### src/rtl/fsqrt_pkg.sv
// fsqrt_pkg: shared states, IEEE-754 single constants and field widths for fsqrt_seq
package fsqrt_pkg;
  localparam int EXP_W = 8;
  localparam int MAN_W = 23;
  localparam logic [31:0] QNAN = 32'h7FC00000;
  localparam logic [31:0] PINF = 32'h7F800000;
  typedef enum logic [1:0] {IDLE, LOOKUP, ITER, DONE} state_t;
endpackage

### src/rtl/fsqrt_classify.sv
// fsqrt_classify: decodes an IEEE-754 single into the classes that bypass the Newton path
module fsqrt_classify
  import fsqrt_pkg::*;
(
  input  logic [31:0] i_data,
  output logic        o_is_zero,
  output logic        o_is_neg,
  output logic        o_is_inf,
  output logic        o_is_nan
);
  logic [EXP_W-1:0] w_exp;
  logic [MAN_W-1:0] w_man;
  assign w_exp     = i_data[30:23];
  assign w_man     = i_data[22:0];
  assign o_is_zero = w_exp == '0;
  assign o_is_inf  = (w_exp == '1) && (w_man == '0);
  assign o_is_nan  = (w_exp == '1) && (w_man != '0);
  assign o_is_neg  = i_data[31] && !o_is_zero;
endmodule

### src/rtl/fsqrt_seq.sv
// fsqrt_seq: sequential sqrt controller around external guess/Newton stages; FSQRT_SEQ_SPECIAL_EN enables special-case bypass
module fsqrt_seq
  import fsqrt_pkg::*;
(
  input  logic        clk,
  input  logic        rst,
  input  logic        in_valid,
  input  logic [31:0] in_data,
  output logic        in_ready,
  output logic        out_valid,
  output logic [31:0] out_data,
  input  logic        out_ready,
  output logic [31:0] tbl_s,
  input  logic [63:0] tbl_x,
  output logic [31:0] nwt_s,
  output logic [63:0] nwt_x,
  input  logic [31:0] nwt_d,
  output logic        busy
);
  state_t      r_state, w_next, w_start;
  logic [31:0] r_op, r_res;
  logic [63:0] r_x;
  logic        w_acc, w_byp_en;
`ifdef FSQRT_SEQ_SPECIAL_EN
  logic        w_zero, w_neg, w_inf, w_nan;
  logic [31:0] w_byp;
  fsqrt_classify u_cls (
    .i_data   (in_data),
    .o_is_zero(w_zero),
    .o_is_neg (w_neg),
    .o_is_inf (w_inf),
    .o_is_nan (w_nan)
  );
  assign w_byp_en = w_zero | w_neg | w_inf | w_nan;
  assign w_byp    = w_zero ? {in_data[31], 31'b0} : (w_neg | w_nan) ? QNAN : PINF;
`else
  assign w_byp_en = 1'b0;
`endif
  assign in_ready  = (r_state == IDLE) || (r_state == DONE && out_ready);
  assign w_acc     = in_valid && in_ready;
  assign w_start   = w_byp_en ? DONE : LOOKUP;
  assign out_valid = r_state == DONE;
  assign busy      = r_state != IDLE;
  assign out_data  = r_res;
  assign tbl_s     = r_op;
  assign nwt_s     = r_op;
  assign nwt_x     = r_x;
  // next state: one pass through LOOKUP and ITER, results held in DONE until consumed
  always_comb begin
    w_next = r_state;
    case (r_state)
      IDLE:    w_next = w_acc ? w_start : IDLE;
      LOOKUP:  w_next = ITER;
      ITER:    w_next = DONE;
      DONE:    w_next = out_ready ? (w_acc ? w_start : IDLE) : DONE;
      default: w_next = IDLE;
    endcase
  end
  // state register
  always_ff @(posedge clk)
    if (rst) r_state <= IDLE;
    else r_state <= w_next;
  // operand, guess and result registers; each loads only in its own phase
  always_ff @(posedge clk)
    if (rst) begin
      r_op  <= '0;
      r_x   <= '0;
      r_res <= '0;
    end else begin
      if (w_acc) r_op <= in_data;
      if (r_state == LOOKUP) r_x <= tbl_x;
      if (r_state == ITER) r_res <= nwt_d;
`ifdef FSQRT_SEQ_SPECIAL_EN
      if (w_acc && w_byp_en) r_res <= w_byp;
`endif
    end
endmodule

### config.mk
export PLATFORM = sky130hd
export DESIGN_NAME = fsqrt_seq
export DESIGN_NICKNAME = d
export VERILOG_FILES = /design/src/rtl/fsqrt_pkg.sv /design/src/rtl/fsqrt_classify.sv /design/src/rtl/fsqrt_seq.sv
export SDC_FILE = /design/constraint.sdc
export NUM_CORES = 1
export LEC_CHECK = 0
export CAP_MARGIN = 20
export CORE_MARGIN = 2
export CORE_UTILIZATION = 38
export DETAILED_ROUTE_END_ITERATION = 10
export GPL_TIMING_DRIVEN = 0
export PLACE_DENSITY = 0.81
export SYNTH_ARGS = -nofsm -noshare
export SYNTH_HDL_FRONTEND = slang
export SYNTH_SLANG_ARGS = --single-unit
### constraint.sdc
create_clock -name clk -period 1.6 [get_ports clk]
set_input_delay 0.24 -clock clk [delete_from_list [all_inputs] [get_ports clk]]
set_output_delay 0.24 -clock clk [all_outputs]
set_load 0.05 [all_outputs]
Word-level counts from Yosys, hierarchy flattened
Index checks and enable logic that the tools add are counted.
- register bits after elaboration: 130
- bits of input ports: 132
- output and inout bits: 163
- word-level logic and storage cells: 15
- equality and inequality tests: 3
- multiplexer cells: 3
- reductions and logical operators: 5
- operator list (cell ; number):
    case mux 2 bit (4 select lines) ; 1
    == test 2 bit (second input constant) ; 2
    == test 2 x 1 -> 1 bit (second input constant) ; 1
    logical AND 1 bit ; 2
    logical NOT 2 bit ; 1
    two-way mux 2 bit ; 1
    nonzero test 2 bit ; 1
    logical OR 1 bit ; 1
    two-way mux 1 bit ; 1

Depth between registers and ports, before layout
Gate-level depths: netlist (run 1).
- word-level depth: 7
- depth in mapped cells: 5
- gate-level depth less buffers: 3

Worst setup path after synthesis (run 1)
OpenSTA, ideal clock, no wires.
- kind: reg-to-reg
- start point: reg r_state[0]
- end point: reg r_state[1]
- setup time: 77 ps
- arrival time: 1523 ps
- required time: 1523 ps
- path slack: 0 ps
- cell stages (with the launch flop): 4
- path buffers: 0
- clock period less this slack: 1600 ps
- path through: dfxtp_1 -> or2_1 -> nand2_1 -> nor2_1
- word-level cells in the longest chain between the ends: 2
- elaborated cells between the ends (all ways): 5
- classes of those cells: eq/ne: 3; mux: 1; reduce/logical: 1
- ends and longest elaborated chain (what ; line ; text):
    start: declaration ; fsqrt_seq.sv:20 ; state_t r_state, w_next, w_start;
    start signal: assignment ; fsqrt_seq.sv:62 ; else r_state <= w_next;
    == test 2 bit (tied with other cells) ; fsqrt_seq.sv:51 ; case (r_state)
    case mux 2 bit (4 select lines) (*) ; fsqrt_seq.sv:51 ;
Every way passes the cells marked *; elsewhere a longest branch is shown, timed or not.
A chain may end at the register's enable or synchronous reset.

Final worst setup path (run 1)
- start point: reg r_op[10] (netlist: nwt_s[10])
- end point: out nwt_s[10]
- RTL lines (what ; line ; text):
    start: declaration ; fsqrt_seq.sv:21 ; logic [31:0] r_op, r_res;
    start signal: assignment ; fsqrt_seq.sv:70 ; if (w_acc) r_op <= in_data;
    end: declaration ; fsqrt_seq.sv:15 ; output logic [31:0] nwt_s,
No word-level cell between the ends.

==> results.yml, run 1 <==
routing:
  drc: 0
  drtPass1Iterations: 5
  vias_per_cell: 4.52
  dr_total_vias: 4986
  first_iter_violations: 194
  ant_nets: 0
  routed_wl_um: 15700
  wl_per_cell_um: 14.2
floorplanning:
  die_area_um2: 14200
  die_y_um: 119
  ios: 295
  core_um2: 13100
  rows: 42
  die_x_um: 119
  initial_core_util: 0.385
synth:
  syn_inst: 602
  synth_area_um2: 5060
  synth_area_leaders: "dfxtp_1, nand2_1, a21oi_1, nand2b_1, mux2i_1"
  yosys.cell_types.count: 17
  synth_top_area_share: 0.515
  syn_avg_cell_area_um2: 8.40
  ys_seq_area_frac: 0.515
  synth_area_leader_cell: "dfxtp_1"
  synth-warning-count: 0
  syn-num-nets: 734
  yosys_register_bits: 130
grt:
  grtUsageTotal: 0.222
  grt_max_degree: 17
  grt_pass1_wl_um: 24600
  antenna_found_initial: 0
  grt_pass1_vias: 4824
  gr-total-overflow: 0
worst_setup_path:
  critPathTopFamily: "buffers and inverters"
  r2r_end: "nwt_s[16]$_SDFFE_PP0P_"
  critPathCaptureType: "output port"
  reg2reg_depth: 4
  cp_cell_sequence: "clkdlybuf4s15_1"
  r2r-start: "r_state[1]$_SDFF_PP0_"
  crit_fanout: 3
  required_ns: 1.36
  worstSetupPathType: "reg2out"
  worstSetupStartpointType: "flop"
  path_buf_inv: 1
  slowest_delay_ns: 0.53
  cpMaxStageDelayCell: "clkdlybuf4s15_1"
  cp.arrival_ns: 1.32
  r2r_setup_slack_ns: 0.19
placed_design:
  portBuffers: 293
  dp.cells: 1071
  routabilityCongestion: 0.785
  place.detailed.hpwl_um: 11800
sta:
  finalSetupViolCount: 0
  clock_skew_ns: 0.00759
  max_freq_ghz: 0.639
  min_period_ns: 1.56
  finalCritPeriodShare: 0.978
  drv_slew: 0
  max_slew.worst_pin.slew_ns: 0.552
  relSlewSlack: 0.632
  fin_tns_setup_ns: 0
  final_hold_viol_count: 0
final_layout:
  nets: 1046
  layout.cells.non_filler: 1103
  drive_above_1_share: 0.141
  syn_to_final_growth_pct: 71.2
  num-fill-cells: 1148
  antenna_cells: 0
min_path:
  worst_hold_startpoint: "rst"
  hold_end: "nwt_s[22]$_SDFFE_PP0P_"
  hp-class: "in2reg"
  hold_depth: 3
clock_network:
  clk_pin_slew_worst_paths_ns: 0.05
  clk_latency_ns: 0.41
  cts_buffers: 17
  clock_sinks: 130
  cts_hold_buf: 0
  h-tree-depth: 4
  cts_tree: "yes"
  cts_buffer_depth: 2
  cts-root-buf: "clkbuf_16"
  post_cts_buffers: 0
flow_run:
  max_cap_viol_count: 0
run_status:
  status: "complete, no violations"
power:
  power.density_nw_per_um2: 1110
  p_leak_nw: 3.77
  p_total_mw: 9.62
  vdd.ir_drop.worst_mv: 0.622
## how the worst max path moves through the flow
stage,endpoint,cells after the start,from,slack (ns)
2_1_floorplan,r_state[1]$_SDFF_PP0_,3,r_state[0]$_SDFF_PP0_,0.0005
5_1_grt,nwt_s[10],1,nwt_s[10]$_SDFFE_PP0P_,-0.01
3_3_place_gp,in_ready,4,out_ready,-0.46
4_1_cts,nwt_s[21],1,nwt_s[21]$_SDFFE_PP0P_,0.0005
3_5_place_dp,in_ready,4,out_ready,-0.48
6_report,nwt_s[10],1,nwt_s[10]$_SDFFE_PP0P_,0.04
## cells in the mapped netlist
library cell,n
clkbuf_1,20
buf_2,18
nor2b_1,3
or2_1,1
buf_4,32
a21boi_4,1
nand2b_1,66
o22ai_1,1
a21oi_1,96
buf_1,1
nand2_1,194
nand3_1,1
and2_1,1
mux2i_1,32
buf_6,3
nor2_1,2
dfxtp_1,130
## power by group
group / internal (mW) / switching [mW]
clock: 2.17 / 1.40
sequential: 3.46 / 0.132
combinational: 0.894 / 1.57
total: 6.52 / 3.10
## registers in the layout, summed over array words and instances, names as in the netlist
register / flops
out_data: 32
r_state: 2
nwt_x: 64
nwt_s: 32
## layer usage
| metal | global-route usage | up-vias | wire [um] | part of all wire |
|---|---|---|---|---|
| li1 | - | 2518 | - | - |
| met4 | 0.101 | 0 | 346 | 0.022 |
| met5 | 0 | - | 0 | 0 |
| met1 | 0.238 | 2254 | 6170 | 0.39 |
| met3 | 0.0833 | 26 | 1220 | 0.078 |
| met2 | 0.386 | 188 | 7920 | 0.51 |
## area by class of cell
cell class / count / area (um^2) / share of cell area
clock buffers: 23 / 498 / 0.0575
flip-flops and latches: 130 / 2610 / 0.301
multi-input cells: 398 / 2020 / 0.233
repair buffers: 293 / 2820 / 0.325
clock inverters: 9 / 55.1 / 0.00636
well taps: 176 / 220 / 0.0254
plain buffers: 74 / 443 / 0.0512
## stage by stage
stage	cell area (um^2)	hold WS (ns)	setup WS, ns	utilization
finish	8660	0.243	0.0358	0.659
floorplan	5060	0.376	0.000490	-
global placement	8210	0.440	-0.459	0.625
global route	8660	0.274	-0.0104	0.659
CTS	8650	0.218	0.000533	0.658
detailed placement	8210	0.446	-0.476	0.625
## kinds of logic after synthesis
| family | share of synthesized area |
|---|---|
| simple gates | 0.234 |
| compound gates | 0.100 |
| flops | 0.515 |
| mux | 0.0634 |
| buf+inv | 0.0876 |
## cells in the final DEF, fill, tap and decap left out, types with 17 or more instances in the layout
cell type	count
nand2_1	193
clkdlybuf4s50_1	130
dfxtp_1	128
dlygate4sd2_1	102
a21oi_1	96
nand2b_1	66
buf_4	33
clkdlybuf4s15_2	33
mux2i_1	32
clkbuf_1	21
clkdlybuf4s15_1	20
buf_2	19
clkbuf_16	17
## repair_timing
action,in CTS,in global routing
setup endpoints to repair,163,25
gates resized for setup,251,28
endpoints found under the hold margin,0,0
Note: power is estimated with default switching activity, not from simulation.
==> run 2, diff against run 1 <==
- GPL_TIMING_DRIVEN: 0 -> default
==> run 2 against run 1 <==
Compared with the run above:
- clock skew shrank 0.0013 ns
- power increased by 4.5%
- core utilization decreased by 2.8 points
- register-to-register slack lost 0.02 ns
- non-clock buffer count fell by 54
- worst setup slack gained 0.027 ns
- fmax rose by 1.7%
- wire length fell by 7.0%
- global-route usage down 2.3 points
- sequential power hardly changed
- die area is the same
- flip-flop and latch count unchanged
- critical endpoint is now in_ready
- largest power group is now the clock network
==> results.yml, run 2 (same netlist as run 1, synthesis figures left out) <==
grt:
  grt_pass1_wl_um: 22400
  grt_pass1_vias: 4473
  antenna_found_initial: 0
  gr-total-overflow: 0
  grtUsageTotal: 0.199
  grt_max_degree: 52
sta:
  max_slew.worst_pin.slew_ns: 0.286
  drv_slew: 0
  min_period_ns: 1.54
  clock_skew_ns: 0.00628
  finalCritPeriodShare: 0.961
  finalSetupViolCount: 0
  final_hold_viol_count: 0
  max_freq_ghz: 0.650
  relSlewSlack: 0.809
final_layout:
  drive_above_1_share: 0.257
  largest_register_ffs: 64
  postLayoutCoreUtil: 0.631
  fin_area_um2: 8290
  final_cell_mix: "nand2_1, buf_4, clkdlybuf4s50_1"
  antenna_cells: 0
  nets: 992
  syn_to_final_growth_pct: 63.9
  final_common_cell: "nand2_1"
run_status:
  status: "complete, no violations"
power:
  vdd.ir_drop.worst_mv: 0.727
  power.density_nw_per_um2: 1210
  p_total_mw: 10.0
  p_leak_nw: 3.48
worst_setup_path:
  reg2reg_depth: 4
  startpoint: "r_state[1]$_SDFF_PP0_"
  r2r_end: "nwt_s[29]$_SDFFE_PP0P_"
  r2r-start: "r_state[0]$_SDFF_PP0_"
  cp.arrival_ns: 1.30
  cp-endpoint: "in_ready"
  worstSetupStartpointType: "flop"
  r2r_setup_slack_ns: 0.17
  critPathCaptureType: "output port"
  crit_fanout: 5
  required_ns: 1.36
  worstSetupPathType: "reg2out"
clock_network:
  clk_pin_slew_worst_paths_ns: 0.06
  clk_latency_ns: 0.41
  h-tree-depth: 4
  clock_sinks: 130
  cts_buffers: 17
  cts_tree: "yes"
  cts_buffer_depth: 2
  cts_hold_buf: 0
  cts-root-buf: "clkbuf_16"
placed_design:
  place.detailed.hpwl_um: 10400
  portBuffers: 294
  postPlaceCellArea_um2: 7630
  routabilityCongestion: 0.753
floorplanning:
  core_um2: 13100
  rows: 42
  die_y_um: 119
  die_x_um: 119
  ios: 295
  die_area_um2: 14200
  initial_core_util: 0.385
min_path:
  hp-class: "in2reg"
routing:
  ant_nets: 0
  dr_total_vias: 4796
  routed_wl_um: 14600
  drtPass1Iterations: 4
  vias_per_cell: 4.57
  wl_per_cell_um: 13.9
  drc: 0
  first_iter_violations: 279
flow_run:
  max_cap_viol_count: 0
## run 2: changes by cell type in the layout (fill, tap and decap cells not counted), sizes merged, moves of 3 or more
cell           change
buf              +126
clkbuf            -29
bufinv             +3
clkdlybuf4s15     -53
clkinv             +3
dlygate4sd2      -102
## run 2: final cells by class
class                           count  area, um^2
Tap cell                          176         220
Sequential cell                   130        2610
Timing Repair Buffer              313        2800
Clock inverter                     13         160
Multi-Input combinational cell    398        2050
Fill cell                        1151        4850
Clock buffer                       19         453
## run 2: repair_timing
action,CTS,global route
endpoints found under the hold margin,0,0
endpoints found under the setup margin,1,1
setup buffers,0,2
pin swaps,0,0
resized for setup,7,1
gates cloned,0,0
## run 2: stage by stage
step / TNS [ns] / cells / setup slack [ns] / hold WS, ns
global placement: 0 / 1015 / 0.00281 / 0.441
floorplan: 0 / 602 / 0.000490 / 0.376
detailed placement: -0.898 / 1015 / -0.0579 / 0.446
CTS: 0 / 1047 / 0.0180 / 0.190
global route: -0.00114 / 1049 / -0.00114 / 0.244
finish: 0 / 1049 / 0.0625 / 0.202
## run 2: routing by layer
layer / GRT usage / vias up / wire length (um)
met3: 0.0647 / 32 / 1080
met1: 0.224 / 2167 / 5680
li1: - / 2407 / -
met2: 0.341 / 190 / 7400
met5: 0 / - / 0
met4: 0.0912 / 0 / 393
## run 2: report_power, final
group	total (mW)	switching, mW	internal [mW]
Sequential	3.60	0.141	3.46
Combinational	2.50	1.56	0.941
Clock	3.95	1.42	2.53
## run 2: how the worst min path moves through the flow
stage / startpoint / endpoint / slack, ns / cells after the start
3_3_place_gp: nwt_x[20]$_SDFFE_PP0N_ / nwt_x[20]$_SDFFE_PP0N_ / 0.44 / 2
4_1_cts: rst / nwt_x[5]$_SDFFE_PP0N_ / 0.19 / 2
3_5_place_dp: nwt_x[22]$_SDFFE_PP0N_ / nwt_x[22]$_SDFFE_PP0N_ / 0.45 / 2
6_report: rst / nwt_x[5]$_SDFFE_PP0N_ / 0.20 / 2
5_1_grt: rst / nwt_x[5]$_SDFFE_PP0N_ / 0.24 / 2
2_1_floorplan: tbl_x[0] / nwt_x[0]$_SDFFE_PP0N_ / 0.38 / 2
## run 2: worst max-delay path: stages, from the launching register on
cell	delay [ns]
dfxtp_2	0.33
buf_6	0.11
nand3_4	0.08
buf_4	0.16
nand2_4	0.08
buf_12	0.13
==> run 3, diff against run 2 <==
- CORE_UTILIZATION: 38 -> 41
- PLACE_DENSITY: 0.81 -> 0.86
- clock period: 1.6 -> 1.8 ns (I/O delays scaled with it)
==> run 3 against run 2 <==
Compared with the run above:
- clock skew down 0.0013 ns
- non-clock buffer count down 10
- critical path depth down 2
- via count down 0.19%
- global-route usage up 2.6 points
- critical path type unchanged
- largest cell class unchanged
- largest power group unchanged
- highest routed layer unchanged
==> results.yml, run 3 (same netlist as run 1, synthesis figures left out) <==
run_status:
  status: "complete, no violations"
sta:
  clock_skew_ns: 0.00502
  drv_slew: 0
  worst_slack_ns: 0.0763
  max_slew.worst_pin.slew_ns: 0.533
  finalCritPeriodShare: 0.958
  rsz0062_at_grt: "no"
  max_freq_ghz: 0.580
  finalSetupViolCount: 0
  min_period_ns: 1.72
  fin_tns_setup_ns: 0
  relSlewSlack: 0.646
  final_hold_viol_count: 0
grt:
  grt_pass1_wl_um: 23100
  grt_max_degree: 65
  antenna_found_initial: 0
  grtUsageTotal: 0.224
  grt_pass1_vias: 4574
  gr-total-overflow: 0
routing:
  wl_per_cell_um: 14.8
  dr_total_vias: 4787
  routed_wl_um: 15000
  vias_per_cell: 4.74
  drtPass1Iterations: 4
  first_iter_violations: 364
  ant_nets: 0
  drc: 0
floorplanning:
  initial_core_util: 0.421
  die_x_um: 115
  core_um2: 12000
  rows: 40
  ios: 295
  die_y_um: 115
  die_area_um2: 13200
final_layout:
  num-fill-cells: 990
  syn_to_final_growth_pct: 63.7
  multi_input_area_um2: 2030
  drive_above_1_share: 0.0985
  largest_register_ffs: 64
  fin_area_um2: 8280
  postLayoutCoreUtil: 0.689
  nets: 982
  final_common_cell: "nand2_1"
  seq_area_um2: 2600
  final_cell_mix: "nand2_1, clkdlybuf4s50_1, dfxtp_1"
  antenna_cells: 0
worst_setup_path:
  worstSetupStartpointType: "flop"
  worstSetupPathType: "reg2out"
  cp.arrival_ns: 1.45
  cp_cell_sequence: "nand3_1 > nand2_1 > buf_12"
  critPathCaptureType: "output port"
  slowest_delay_ns: 0.49
  required_ns: 1.53
  crit_fanout: 8
  cpMaxStageDelayCell: "dfxtp_1"
placed_design:
  postPlaceCellArea_um2: 7820
  portBuffers: 294
  routabilityCongestion: 0.737
  place.detailed.hpwl_um: 10500
  dp_slack_ns: 0.106
power:
  p_leak_nw: 3.71
  vdd.ir_drop.worst_mv: 0.620
  power.density_nw_per_um2: 1070
  p_total_mw: 8.85
clock_network:
  cts_buffers: 17
  post_cts_buffers: 0
  clk_pin_slew_worst_paths_ns: 0.06
  cts_buffer_depth: 2
  cts_tree: "yes"
  post_cts_resized: 125
  cts_hold_buf: 0
  h-tree-depth: 4
  clock_sinks: 130
  clk_latency_ns: 0.41
  cts-root-buf: "clkbuf_16"
flow_run:
  max_cap_viol_count: 0
min_path:
  hp-class: "in2reg"
run 3: area by class of cell:
type                    instances  area share
flip-flops and latches        130       0.315
multi-input cells             398       0.245
clock inverters                11      0.0193
well taps                     147      0.0222
repair buffers                303       0.345
clock buffers                  21      0.0544
run 3: through the flow:
stage,instances,hold slack [ns]
detailed placement,978,0.446
floorplan,602,0.406
CTS,1010,0.272
finish,1010,0.292
global placement,978,0.440
global route,1010,0.306
run 3: critical path: cells and delay by family, from the launching register on:
family	cells	cell delay, ns
and+or+nand+nor	2	0.39
DFF	1	0.49
buffers and inverters	1	0.16
run 3: worst paths after layout:
path | endpoint | from | depth (start not counted) | slack (ns)
setup / recovery | in_ready | r_state[1]$_SDFF_PP0_ | 3 | 0.08
hold / removal | nwt_x[5]$_SDFFE_PP0N_ | rst | 2 | 0.29
setup reg to reg | nwt_s[28]$_SDFFE_PP0P_ | r_state[1]$_SDFF_PP0_ | 4 | 0.26
hold reg to reg | nwt_x[51]$_SDFFE_PP0N_ | nwt_x[51]$_SDFFE_PP0N_ | 2 | 0.45
run 3: report_power, final:
part           switching, mW  internal (mW)
clock                   1.21           2.34
combinational           1.38          0.737
sequential             0.118           3.07
run 3: routing by layer:
| layer | vias to the layer above | global-route usage | share of wire |
|---|---|---|---|
| met1 | 2180 | 0.238 | 0.38 |
| met3 | 35 | 0.0912 | 0.091 |
| li1 | 2380 | - | - |
| met2 | 192 | 0.388 | 0.50 |
| met4 | 0 | 0.107 | 0.030 |
| met5 | - | 0 | 0 |
